===== config.mk =====
export PLATFORM = sky130hd
export DESIGN_NAME = bm_mult_unit
export DESIGN_NICKNAME = d
export VERILOG_FILES = /design/src/rtl/bm_mult_unit_pkg.sv /design/src/rtl/bm_row_xor.sv /design/src/rtl/bm_mult_unit.sv
export SDC_FILE = /design/constraint.sdc
export NUM_CORES = 1
export LEC_CHECK = 0
export CORE_UTILIZATION = 40
export DETAILED_ROUTE_END_ITERATION = 16
export PLACE_DENSITY = 0.75
export SLEW_MARGIN = 5
export SYNTH_ARGS = -nofsm -noshare
export SYNTH_HDL_FRONTEND = slang
export SYNTH_SLANG_ARGS = --single-unit

===== constraint.sdc =====
create_clock -name clk -period 0.9 [get_ports clk]
set_clock_uncertainty 0.05 [all_clocks]
set_input_delay 0.18 -clock clk [delete_from_list [all_inputs] [get_ports clk]]
set_output_delay 0.18 -clock clk [all_outputs]
set_load 0.005 [all_outputs]

===== src/rtl/bm_mult_unit_pkg.sv =====
// Shared widths and types for the bit-matrix erasure-coding datapath.
// The encoder and decoder blocks reuse these typedefs.
package bm_mult_unit_pkg;

    localparam int W             = 4;
    localparam int PACKET_LENGTH = 8;

    typedef logic [W-1:0]             bm_col_t;
    typedef logic [PACKET_LENGTH-1:0] packet_t;

endpackage : bm_mult_unit_pkg


===== src/rtl/bm_row_xor.sv =====
// One product row: the packets selected by this matrix row, XORed together.
// Purely combinational; there is no carry and no width growth.
module bm_row_xor
    import bm_mult_unit_pkg::*;
(
    input  logic [W-1:0]             row_bits,
    input  logic [PACKET_LENGTH-1:0] packets [W],
    output logic [PACKET_LENGTH-1:0] row_packet
);

    always_comb begin
        // NOTE: assigning a default before the loop keeps this block purely combinational (no latch).
        row_packet = '0;
        for (int j = 0; j < W; j++) begin
            row_packet = row_packet ^ (packets[j] & {PACKET_LENGTH{row_bits[j]}});
        end
    end

endmodule : bm_row_xor


===== src/rtl/bm_mult_unit.sv =====
// GF(2) bit-matrix times packet-vector multiplier with one register stage.
// This block has a valid-only handshake and no backpressure: one result per accepted input.
module bm_mult_unit
    import bm_mult_unit_pkg::*;
(
    input  logic                     clk,
    input  logic                     rst,
    input  logic                     in_valid,
    input  logic [W-1:0]             bitmatrix_cols [W],
    input  logic [PACKET_LENGTH-1:0] data_packet    [W],
    output logic                     out_valid,
    output logic [PACKET_LENGTH-1:0] mult_product   [W]
);

    bm_col_t row_bits   [W];
    packet_t row_result [W];

    // The matrix arrives column-major, and each row engine needs its row, so transpose it.
    always_comb begin
        for (int i = 0; i < W; i++) begin
            row_bits[i] = '0;
            for (int j = 0; j < W; j++) begin
                row_bits[i][j] = bitmatrix_cols[j][i];
            end
        end
    end

    for (genvar i = 0; i < W; i++) begin : g_row
        bm_row_xor u_row_xor (
            .row_bits   (row_bits[i]),
            .packets    (data_packet),
            .row_packet (row_result[i])
        );
    end

    // The product register loads only on in_valid, so idle-cycle inputs (even X) never reach it.
    always_ff @(posedge clk or posedge rst) begin
        if (rst) begin
            out_valid <= 1'b0;
            // NOTE: the product register is a small register array, not a memory, so it is reset to give a defined zero output.
            for (int i = 0; i < W; i++) begin
                mult_product[i] <= '0;
            end
        end else begin
            // NOTE: sequential state uses non-blocking assignments so all flops update together at the edge.
            out_valid <= in_valid;
            if (in_valid) begin
                for (int i = 0; i < W; i++) begin
                    mult_product[i] <= row_result[i];
                end
            end
        end
    end

endmodule : bm_mult_unit


==> impl_summary.md <==
STA
Adding up every negative setup slack in the final design gives -4.200 ns. The minimum clock period is 1.086 ns. The number of slew-limit violations in the final report is 0. In this run the tightest slew margin relative to its limit is 0.8430. The final setup violation count is 33. The final hold violation count is 0. In the post-route analysis, the smallest setup slack over all paths is -0.1864 ns.

The share of the cycle needed by the critical path after routing is 1.207. The measured slew at the worst slew-check pin is approximately 0.23 ns. The highest clock rate is 0.9205 GHz. Setup repair after global routing could not meet its margin everywhere. The worst hold-check slack is 0.2026 ns.

Finish
From synthesis to final layout, the design area changed by 69.39%. The final cell count without fillers is about 530. 0 antenna diodes ended up in the layout. The post-layout net count is just over 500. The fraction of layout instances using a drive strength above 1 is 0.5371. The post-route cell area is roughly 4300 um2.

Setup path
The worst setup path is captured at a primary output. The startpoint identified for the worst register-to-register timing path is mult_product[22]$_DFFE_PP0P_. The required time of the worst setup path is 0.67 ns. The peak fanout along the critical path is 2.

STA classifies the critical path startpoint as a register. The critical path starts at mult_product[19]$_DFFE_PP0P_. Among cell families on the critical path, the largest total delay comes from flip-flops. Data arrives at the worst endpoint at 0.86 ns.

The largest incremental delay on the critical path is 0.42 ns. The number of buffers and inverters on the critical path is 1. The largest individual stage delay along the critical path comes from the cell dfrtp_1.

The signal on the critical path passes through buf_2. The type of the worst setup path is reg2out.

Hold path
The classification of the worst-slack hold path is in2reg. The hold path startpoint is in_valid.

Global route
The met2 track demand over resource in global routing is 0.4725. The first global-routing pass estimated 12710 um of wire. The largest net degree at the start of global routing is 37.

For met1 alone, demand over resource in global routing was 0.3102. The number of antenna violations at the first check in global routing was 0. For this run, the total global-route usage over all layers was measured as 0.2602. In the global route stage, met3 resource usage came out at 0.04667.

The most heavily used metal layer in global routing is met2. The number of global-route vias before repair was 2585. The total global routing overflow is 0.

Detailed routing
The final routed wire length divided by cell count is 15.85 um. The via count is 2675. The number of violations reported at the end of detailed-routing iteration 0 is 85. The total wire length is 8447 um. The count of nets left with antenna violations once routing finished came out at 0. Dividing the detail-routed via count by the number of cells gives approximately 5.0. The first detailed-routing pass ran for 4 iterations. In the routed design, unresolved DRC markers number 0.

Placed design
The detailed placement HPWL is around 6000 um. Once placement finished, the instance area stood at 3990 um2. The global placement routability congestion is 0.9060. The number of instances in the placed design is 520. The port buffer count is 83.

Synth
Ranked by instance count, the synthesized netlist is headed by nand2_1, xnor2_1, dfrtp_1, a21oi_1, nor2_1. In this run, distinct cell masters in the synthesized netlist total 9. Among all cell types in the netlist, the one instantiated most often is nand2_1.

The total nets after synthesis is between 300 and 400. The proportion of synthesized chip area in sequential cells is 0.3253. The count of flip-flops with a built-in enable after synthesis is 0. For this run, asynchronously set or reset flops after synthesis account for 1.000. The area share of the largest cell type after synthesis is 0.3312.

Sorting the synthesized cells by area gives the leading types as xnor2_1, dfrtp_1, nand2_1. Synthesis inferred 33 register bits. The largest total area in the synthesized netlist belongs to xnor2_1. The average cell area after synthesis is approximately 7.4 um2.

The most used flip-flop cell after synthesis is dfrtp_1. After technology mapping, the gate count stands at 345. The warning count from the yosys run is 0.

The cell area after synthesis is 2539 um2.

Floorplanning
The die covers 6669 um2. The number of placement rows is 28. The die boundary width is 81.67 um.

The count of boundary I/O pins is 84. The initial utilization of the core area, before any placement, comes to 0.4213. The floorplan die height is 81.67 um.

The floorplan core area is between 6000 and 7000 um2.

Clock network
The number of buffers on the longest clock path is 2. The source-to-sink clock delay at the later pin of the worst-skew pair is 0.28 ns. Clock tree synthesis inserted a total of 5 buffers. The clock-pin slew of the registers on the worst-case setup and hold paths is ~0.080 ns. Counting every sink on the clock net gives 33. The root buffer selected by CTS is clkbuf_8.

The clock tree from TritonCTS is done. In this run the number of H-tree levels came out at 2.

Power and ir drop
The total power per unit cell area is roughly 1400 nW/um2. VDD sags by at most between 0.7 and 0.8 mV. The analysis attributes to cell leakage a power of 2.015 nW.

Outcome
The run finished, with violations left. The final reports fail on setup timing.

Flow run
The number of max-cap violations is 0.
==> through the flow <==
| step | utilization | total power, mW | setup WS, ns |
|---|---|---|---|
| after floorplan | - | 3.130 | -0.01194 |
| after global placement | 0.6622 | 4.316 | -0.6643 |
| after detailed placement | 0.6622 | 4.362 | -0.6874 |
| after CTS | 0.6971 | 5.694 | -0.1886 |
| after global routing | 0.7137 | 6.166 | -0.2026 |
| final | 0.7137 | 5.858 | -0.1864 |
==> metal layers <==
layer | vias to the layer above | share of wire
met5 | - | 0
li1 | 1273 | -
met4 | 0 | 0.022
met3 | 18 | 0.064
met1 | 1277 | 0.39
met2 | 107 | 0.52
==> sequential cells by signal (all words and copies together) (netlist names) <==
| signal | flops |
|---|---|
| mult_product | 32 |
| out_valid | 1 |
==> kinds of logic (layout without fill, tap and decap cells) <==
family	Yosys count	after routing	share of synthesized area
XOR/XNOR	96	96	0.3312
buffers and inverters	24	137	0.04386
flip-flops	33	33	0.3253
AO/OA/AOI/OAI	32	32	0.06308
AND/OR/NAND/NOR	160	160	0.2366
==> worst paths after layout <==
path | endpoint | slack [ns] | cells after the start
max in group asynchronous | mult_product[10]$_DFFE_PP0P_ | 0.42 | 3
setup reg to reg | mult_product[22]$_DFFE_PP0P_ | 0.05 | 3
hold reg to reg | mult_product[28]$_DFFE_PP0P_ | 0.47 | 2
setup / recovery | mult_product[19] | -0.19 | 1
hold / removal | out_valid$_DFF_PP0_ | 0.20 | 2
min in group asynchronous | mult_product[28]$_DFFE_PP0P_ | 0.23 | 3
==> repair_timing <==
action	4_1_cts	5_1_grt
resized for setup	274	103
hold buffers	0	0
setup buffers	5	7
setup endpoints to repair	65	64
pin swaps	33	40
==> layout by cell type (no fill, tap or decap) <==
master	instances
clkdlybuf4s15_2	9
buf_2	44
clkdlybuf4s15_1	3
xnor2_2	44
xnor2_1	49
a21oi_2	2
clkinvlp_4	1
buf_12	10
clkdlybuf4s50_1	1
nand2_8	2
buf_4	20
nand2_2	48
clkbuf_2	26
xnor2_4	3
nand2_1	68
buf_6	15
nor2_1	27
dfrtp_1	33
nand2_4	10
bufinv_16	1
a21oi_1	30
clkbuf_8	6
nor2_2	3
nor2_4	2
clkbuf_1	1
==> report_power, final <==
| part | switching [mW] | leakage (nW) | internal (mW) |
|---|---|---|---|
| clock | 0.585 | 0.0585 | 0.903 |
| sequential | 0.142 | 0.372 | 1.75 |
| combinational | 1.15 | 1.58 | 1.33 |
| total | 1.88 | 2.01 | 3.98 |
==> layout make-up <==
class | count | area, um2
well taps | 75 | 93.84
clock buffers | 7 | 86.33
repair buffers | 128 | 1011
fillers | 453 | 1725
inverters | 1 | 7.507
flip-flops and latches | 33 | 825.8
clock inverters | 1 | 30.03
multi-input cells | 288 | 2246
Note: power is estimated with default switching activity, not from simulation.
